[src/rtl/decode_stage_pkg.sv]
// Shared encodings and pipeline bundle types for the decode stage.

package common;
    // Primary opcode field values, instr[31:26]
    localparam logic [5:0] F6_SPECIAL = 6'h00;
    localparam logic [5:0] F6_J       = 6'h02;
    localparam logic [5:0] F6_BEQ     = 6'h04;
    localparam logic [5:0] F6_ADDIU   = 6'h09;
    localparam logic [5:0] F6_ORI     = 6'h0D;
    localparam logic [5:0] F6_LUI     = 6'h0F;
    localparam logic [5:0] F6_LW      = 6'h23;
    localparam logic [5:0] F6_SW      = 6'h2B;

    // Function field values for SPECIAL, instr[5:0]
    localparam logic [5:0] FN_ADDU = 6'h21;
    localparam logic [5:0] FN_SUBU = 6'h23;
    localparam logic [5:0] FN_AND  = 6'h24;
    localparam logic [5:0] FN_OR   = 6'h25;
    localparam logic [5:0] FN_XOR  = 6'h26;
    localparam logic [5:0] FN_SLT  = 6'h2A;
endpackage

package pipes;
    typedef struct packed {
        logic [31:0] instruction;
        logic [31:0] pc;
    } fetch_data_t;

    typedef enum logic [3:0] {
        OP_NOP, OP_ADDU, OP_SUBU, OP_AND, OP_OR, OP_XOR, OP_SLT,
        OP_ADDIU, OP_ORI, OP_LUI, OP_LW, OP_SW, OP_BEQ, OP_J
    } op_t;

    typedef struct packed {
        logic [31:0] pc;
        logic [31:0] instruction;
        op_t         op;
        logic [31:0] rs_data;
        logic [31:0] rt_data;
        logic [31:0] imm_ext;
        logic [4:0]  wdst;
        logic        wen;
        logic        mem_read;
        logic        mem_write;
        logic        illegal;
    } decode_data_t;
endpackage

[src/rtl/decode_stage_decoder.sv]
// Pure combinational instruction decoder for the supported MIPS subset.

module decode_stage_decoder
    import common::*;
    import pipes::*;
(
    input  logic [31:0] i_instr,
    output op_t         o_op,
    output logic [31:0] o_imm_ext,
    output logic [4:0]  o_rs,
    output logic [4:0]  o_rt,
    output logic [4:0]  o_wdst,
    output logic        o_wen,
    output logic        o_mem_read,
    output logic        o_mem_write,
    output logic        o_illegal,
    output logic        o_reads_rt
);
    logic [5:0]  w_opcode;
    logic [5:0]  w_funct;
    logic [4:0]  w_rd;
    logic [15:0] w_imm;
    logic        w_wen_raw;

    assign w_opcode = i_instr[31:26];
    assign w_funct  = i_instr[5:0];
    assign w_rd     = i_instr[15:11];
    assign w_imm    = i_instr[15:0];
    assign o_rs     = i_instr[25:21];
    assign o_rt     = i_instr[20:16];

    // Register $0 is never a real destination, so it never counts as a write.
    assign o_wen = w_wen_raw & (o_wdst != 5'd0);

    // Classify the instruction and derive immediate, destination and memory flags.
    always_comb begin
        // NOTE: every signal written here gets a default first, so no path leaves one unassigned and infers a latch.
        o_op        = OP_NOP;
        o_imm_ext   = {{16{w_imm[15]}}, w_imm};
        o_wdst      = 5'd0;
        w_wen_raw   = 1'b0;
        o_mem_read  = 1'b0;
        o_mem_write = 1'b0;
        o_illegal   = 1'b0;
        o_reads_rt  = 1'b0;

        case (w_opcode)
            F6_SPECIAL: begin
                o_reads_rt = 1'b1;
                o_wdst     = w_rd;
                w_wen_raw  = 1'b1;
                case (w_funct)
                    FN_ADDU: o_op = OP_ADDU;
                    FN_SUBU: o_op = OP_SUBU;
                    FN_AND:  o_op = OP_AND;
                    FN_OR:   o_op = OP_OR;
                    FN_XOR:  o_op = OP_XOR;
                    FN_SLT:  o_op = OP_SLT;
                    default: begin
                        o_op       = OP_NOP;
                        o_illegal  = 1'b1;
                        o_reads_rt = 1'b0;
                        o_wdst     = 5'd0;
                        w_wen_raw  = 1'b0;
                    end
                endcase
            end
            F6_ADDIU: begin
                o_op      = OP_ADDIU;
                o_wdst    = o_rt;
                w_wen_raw = 1'b1;
            end
            F6_ORI: begin
                o_op      = OP_ORI;
                o_imm_ext = {16'h0000, w_imm};
                o_wdst    = o_rt;
                w_wen_raw = 1'b1;
            end
            F6_LUI: begin
                o_op      = OP_LUI;
                o_imm_ext = {w_imm, 16'h0000};
                o_wdst    = o_rt;
                w_wen_raw = 1'b1;
            end
            F6_LW: begin
                o_op       = OP_LW;
                o_mem_read = 1'b1;
                o_wdst     = o_rt;
                w_wen_raw  = 1'b1;
            end
            F6_SW: begin
                o_op        = OP_SW;
                o_mem_write = 1'b1;
                o_reads_rt  = 1'b1;
            end
            F6_BEQ: begin
                o_op       = OP_BEQ;
                o_reads_rt = 1'b1;
            end
            F6_J: begin
                o_op = OP_J;
            end
            default: begin
                o_op      = OP_NOP;
                o_illegal = 1'b1;
            end
        endcase
    end
endmodule

[src/rtl/decode_stage.sv]
// Decode stage: valid/ready slice from fetch, register-file read, BEQ/J
// resolution back to fetch and a one-cycle load-use bubble toward execute.

module decode_stage
    import common::*;
    import pipes::*;
#(
    parameter logic [31:0] RESET_PC       = 32'h0000_0000,
    parameter bit          LOAD_USE_STALL = 1'b1
) (
    input  logic         clk,
    input  logic         reset,
    input  logic         in_valid,
    output logic         in_ready,
    input  fetch_data_t  fetch_data,
    input  logic         flush,
    output logic [4:0]   rf_ra1,
    output logic [4:0]   rf_ra2,
    input  logic [31:0]  rf_rd1,
    input  logic [31:0]  rf_rd2,
    output logic         branch_judge,
    output logic         jump_judge,
    output logic [31:0]  branch_address,
    output logic [31:0]  jump_address,
    output logic         out_valid,
    input  logic         out_ready,
    output decode_data_t decode_data
);
    logic        r_slice_valid;
    logic [31:0] r_pc;
    logic [31:0] r_instr;
    logic        r_last_load_valid;
    logic [4:0]  r_last_load_dst;

    op_t         w_op;
    logic [31:0] w_imm_ext;
    logic [4:0]  w_rs;
    logic [4:0]  w_rt;
    logic [4:0]  w_wdst;
    logic        w_wen;
    logic        w_mem_read;
    logic        w_mem_write;
    logic        w_illegal;
    logic        w_reads_rt;
    logic        w_hazard;
    logic        w_fire;
    logic [31:0] w_pc_plus4;

    decode_stage_decoder u_decoder (
        .i_instr     (r_instr),
        .o_op        (w_op),
        .o_imm_ext   (w_imm_ext),
        .o_rs        (w_rs),
        .o_rt        (w_rt),
        .o_wdst      (w_wdst),
        .o_wen       (w_wen),
        .o_mem_read  (w_mem_read),
        .o_mem_write (w_mem_write),
        .o_illegal   (w_illegal),
        .o_reads_rt  (w_reads_rt)
    );

    assign rf_ra1 = w_rs;
    assign rf_ra2 = w_rt;

    // A held instruction that sources the register the previous LW is still loading must wait one cycle.
    assign w_hazard = LOAD_USE_STALL && r_slice_valid && r_last_load_valid &&
                      ((w_rs == r_last_load_dst) || (w_reads_rt && (w_rt == r_last_load_dst)));

    assign out_valid = r_slice_valid & ~w_hazard & ~flush;
    assign w_fire    = out_valid & out_ready;
    assign in_ready  = (~r_slice_valid | w_fire) & ~flush;

    // Control transfers resolve only in the cycle the instruction actually issues.
    assign branch_judge = w_fire && (w_op == OP_BEQ) && (rf_rd1 == rf_rd2);
    assign jump_judge   = w_fire && (w_op == OP_J);

    // Targets wrap modulo 2^32 naturally through the 32-bit adder.
    assign w_pc_plus4     = r_pc + 32'd4;
    assign branch_address = w_pc_plus4 + {{14{r_instr[15]}}, r_instr[15:0], 2'b00};
    assign jump_address   = {w_pc_plus4[31:28], r_instr[25:0], 2'b00};

    assign decode_data = '{
        pc:          r_pc,
        instruction: r_instr,
        op:          w_op,
        rs_data:     rf_rd1,
        rt_data:     rf_rd2,
        imm_ext:     w_imm_ext,
        wdst:        w_wdst,
        wen:         w_wen,
        mem_read:    w_mem_read,
        mem_write:   w_mem_write,
        illegal:     w_illegal
    };

    // Slice register and load-use history; reset dominates flush, flush dominates normal flow.
    always_ff @(posedge clk) begin
        // NOTE: state is updated with non-blocking assignments so every register samples pre-edge values.
        if (!reset) begin
            r_slice_valid     <= 1'b0;
            r_pc              <= RESET_PC;
            r_instr           <= 32'h0000_0000;
            r_last_load_valid <= 1'b0;
            r_last_load_dst   <= 5'd0;
        end else if (flush) begin
            r_slice_valid     <= 1'b0;
            r_last_load_valid <= 1'b0;
        end else begin
            if (in_valid && in_ready) begin
                r_slice_valid <= 1'b1;
                r_pc          <= fetch_data.pc;
                r_instr       <= fetch_data.instruction;
            end else if (w_fire) begin
                r_slice_valid <= 1'b0;
            end

            if (w_fire) begin
                r_last_load_valid <= (w_op == OP_LW) && w_wen;
                r_last_load_dst   <= w_wdst;
            end else if (w_hazard) begin
                r_last_load_valid <= 1'b0;
            end
        end
    end
endmodule

[config.mk]
export PLATFORM = sky130hd
export DESIGN_NAME = decode_stage
export DESIGN_NICKNAME = d
export VERILOG_FILES = /design/src/rtl/decode_stage_pkg.sv /design/src/rtl/decode_stage_decoder.sv /design/src/rtl/decode_stage.sv
export SDC_FILE = /design/constraint.sdc
export NUM_CORES = 1
export LEC_CHECK = 0
export BUFFER_PORTS_ARGS = -buffer_cell sky130_fd_sc_hd__clkbuf_2
export CORE_AREA = 2 2 148 150
export DETAILED_ROUTE_END_ITERATION = 6
export DIE_AREA = 0 0 150 152
export GPL_TIMING_DRIVEN = 0
export PLACE_DENSITY_LB_ADDON = 0.05
export SYNTH_ARGS = -nofsm -noshare
export SYNTH_HDL_FRONTEND = slang
export SYNTH_SLANG_ARGS = --single-unit
[constraint.sdc]
create_clock -name clk -period 3.5 [get_ports clk]
set_input_delay 0.525 -clock clk [delete_from_list [all_inputs] [get_ports clk]]
set_output_delay 0.525 -clock clk [all_outputs]
set_load 0.1 [all_outputs]
==> qor.csv <==
stage,metric,value,unit
sta,setup_ws,-857,ps
worst_setup_path,cp_slowest_stage_delay,360,ps
placed_design,pre_cts_ws,-1200,ps
synthesis,synthArstFlopShare,0,
flow_run,max-cap-violations,0,
power_and_ir_drop,switching_power,0.00243,W
sta,slew_viol_final,0,
outcome,violations,negative setup slack,
synthesis,synth.area.top_cells,"dfxtp_1, buf_4, mux2i_1, xnor2_1, nor2b_1",
floorplan,die_h,152,um
detailed_routing,wirelength,27500,um
floorplan,rows,54,
global_routing,gr-usage-met1,0.269,
power_and_ir_drop,seqPwrFrac,0.213,
clock_network,cts-htree-levels,3,
worst_setup_path,crit_arrival,3830,ps
synthesis,synth_area_per_cell,8.26,um^2
worst_setup_path,crit_buf_inv,4,
global_routing,top_usage_layer,met2,
synthesis,synth_edf_count,0,
global_routing,grt_max_degree,24,
synthesis,netlist_area,0.00675,mm^2
worst_setup_path,worstPathCellList,"nand4_1, inv_1, nand2_2, nor3_4, buf_4, xor2_2, ha_4, o21ai_0, nor2_1, o41ai_4, buf_4, a31oi_4, o21a_1, o21a_1, o41ai_4, xnor2_4, clkbuf_16",
power_and_ir_drop,p_int,0.00210,W
sta,fin_crit,4360,ps
power_and_ir_drop,swShare,0.537,
synthesis,synth_warnings,0,
power_and_ir_drop,p_per_area,391,mW/mm^2
placed_design,gp_congestion,0.858,
worst_setup_path,crit_slowest_cell,o41ai_4,
power_and_ir_drop,power_frac_clock,0.203,
placed_design,post_dp_cell_area,0.00964,mm^2
clock_network,clk_pin_slew,60,ps
floorplan,io_pins,384,
clock_network,clockBufferDepth,2,
clock_network,clk_latency,340,ps
detailed_routing,drt_iter0_markers,249,
detailed_routing,ant_nets,0,
layout,drive_above_1_share,0.607,
synthesis,syn_inst,818,
worst_setup_path,crit_fanout,7,
clock_network,cts_root_buf,clkbuf_16,
worst_setup_path,cp_top_family,compound AO/OA/AOI/OAI gates,
global_routing,grt_use_met3,0.0520,
detailed_routing,vias,7323,
layout,nets,1443,
synthesis,yosysTopAreaCell,dfxtp_1,
global_routing,first_global_vias,7314,
global_routing,grt_pass1_wl,40900,um
power_and_ir_drop,p_comb_frac,0.585,
sta,hold_viol_final,0,
global_routing,grt_use_total,0.232,
worst_setup_path,path_class,register to output pin,
detailed_routing,drt-vias-per-instance,4.68,
floorplan,die-area,0.0228,mm^2
detailed_routing,drcViolationCount,0,
sta,setup_viol,18,
floorplan,core_area,0.0214,mm^2
global_routing,grt_antenna_before_repair,1,
synthesis,synth_top_flop_cell,dfxtp_1,
detailed_routing,wl_per_cell,17.6,um
sta,grt_setup_unrepaired,yes,
global_routing,grt-ovfl-total,0,
clock_network,cts_tree,done,
power_and_ir_drop,ir_worst_vdd,0.197,mV
sta,max_freq,230,MHz
layout,area_delta_synth_final,71.3,%
floorplan,initial_core_util,0.316,
layout,final_cells,1565,
clock_network,cts.sinks,71,
layout,postLayoutCellArea,0.0116,mm^2
power_and_ir_drop,total_leakage_power,5.77,nW
placed_design,dp.cells,1480,
sta,max_slew_margin,0.524,
worst_setup_path,cp-end-kind,output pin,
worst_setup_path,start_kind,register,
worst_setup_path,worstPathRequired,2970,ps
floorplan,die_w,150,um
synthesis,yosysSeqAreaShare,0.210,
sta,finalHoldWorstSlack,439,ps
placed_design,port_buffers,381,
global_routing,grt_use_met2,0.431,
synthesis,ys_ff_latch,71,
synthesis,synth_top_area_share,0.210,
clock_network,cts_buffers,9,
detailed_routing,drtPass1Iterations,4,
synthesis,synthDistinctLibCells,67,
placed_design,dp_hpwl,21400,um
sta,worst_pin_slew,714,ps
sta,clock-skew-final,6.73,ps
sta,min_period_over_period,1.24,
outcome,outcome,"finished, violations left",
hold_path,hold_class,input port to register,
worst reg2reg max path, cell delays in order, from the launching register on:
cell	delay, ps
dfxtp_2	400
buf_4	200
nor2b_2	190
nand3_2	120
a2111oi_4	340
buf_4	220
a22o_2	200
nor2_2	60
nand4_2	110
nand4_1	120
a221oi_2	250
layer usage:
metal / routed length [um] / part of all wire
met4: 337 / 0.012
met5: 0 / 0
met2: 14800 / 0.54
met1: 10800 / 0.39
met3: 1580 / 0.057
logic make-up (layout without fill, tap and decap cells):
group / count (synthesis) / in the layout / share of synthesized area
muxes: 68 / 68 / 0.101
DFF: 71 / 71 / 0.210
adders and majority gates: 31 / 31 / 0.0585
AOI/OAI and AO/OA: 124 / 124 / 0.127
other: 1 / 3 / 0.000555
xor gates and xnor gates: 100 / 100 / 0.131
buffers and inverters: 155 / 620 / 0.152
and+or+nand+nor: 268 / 268 / 0.220
layout by cell type (no fill, tap or decap), drive strengths merged, types with 21 or more instances in the layout:
master | Yosys | routed
a21o | 21 | 21
a21oi | 36 | 36
buf | 120 | 200
clkbuf | 18 | 397
dfxtp | 71 | 71
ha | 30 | 30
mux2i | 68 | 68
nand2 | 41 | 41
nand3 | 24 | 24
nor2 | 42 | 42
nor2b | 89 | 89
o21ai | 22 | 22
xnor2 | 71 | 71
xor2 | 29 | 29
power by group through the flow:
| stage | combinational [W] | sequential [W] | clock, W |
|---|---|---|---|
| after floorplan | 0.00170 | 0.00127 | 0 |
| after global placement | 0.00239 | 0.000979 | 0 |
| after detailed placement | 0.00239 | 0.000979 | 0 |
| after CTS | 0.00259 | 0.000961 | 0.000949 |
| after global routing | 0.00275 | 0.000973 | 0.000987 |
| final | 0.00265 | 0.000964 | 0.000917 |
registers in the layout, indices dropped and copies added (netlist names):
name	cells
r_pc	32
r_last_load_dst	5
r_slice_valid	1
r_instr	32
r_last_load_valid	1
stage by stage:
stage	total power, W	setup TNS [ps]	util
after floorplan	0.00297	-10570	-
after global placement	0.00337	-11290	0.451
after detailed placement	0.00337	-11250	0.451
after CTS	0.00450	-9570	0.515
after global routing	0.00471	-13700	0.542
final	0.00453	-9880	0.542
cell usage after synthesis, types with 11 or more instances:
master    number
inv_1         17
xor2_1        29
clkbuf_1      17
nand3_1       23
nor2b_1       88
mux2i_1       68
xnor2_1       70
nand4_1       18
nand2_1       41
dfxtp_1       71
buf_4        115
a21oi_1       35
nor3_1        11
nor2_1        40
o21ai_0       21
ha_1          30
a21o_1        21
worst paths after layout:
kind / start / to / slack, ps / cells after the start
setup / recovery: r_pc[9]$_SDFFE_PN0P_ / branch_address[30] / -860 / 17
hold / removal: fetch_data[29] / r_pc[29]$_SDFFE_PN0P_ / 440 / 3
setup reg to reg: r_instr[3]$_SDFFE_PN0P_ / r_last_load_valid$_SDFFE_PP0P_ / 1220 / 10
hold reg to reg: r_last_load_valid$_SDFFE_PP0P_ / r_last_load_valid$_SDFFE_PP0P_ / 490 / 2
what timing repair did:
item | 4_1_cts | 5_1_grt
hold buffers | 0 | 0
resized for setup | 141 | 86
pin swaps | 47 | 61
buffers inserted | 44 | 29
endpoints found under the setup margin | 33 | 26
layout make-up:
type                            instances  area (um^2)
Fill cell                            2046         9780
Antenna cell                            1         2.50
Timing Repair Buffer                  450         2850
Tap cell                              280          350
Clock buffer                           10          250
Inverter                               17         63.8
Sequential cell                        71         1520
Multi-Input combinational cell        593         5520
Clock inverter                          6         42.5
Buffer                                137          972
(Power assumes the default switching activity.)
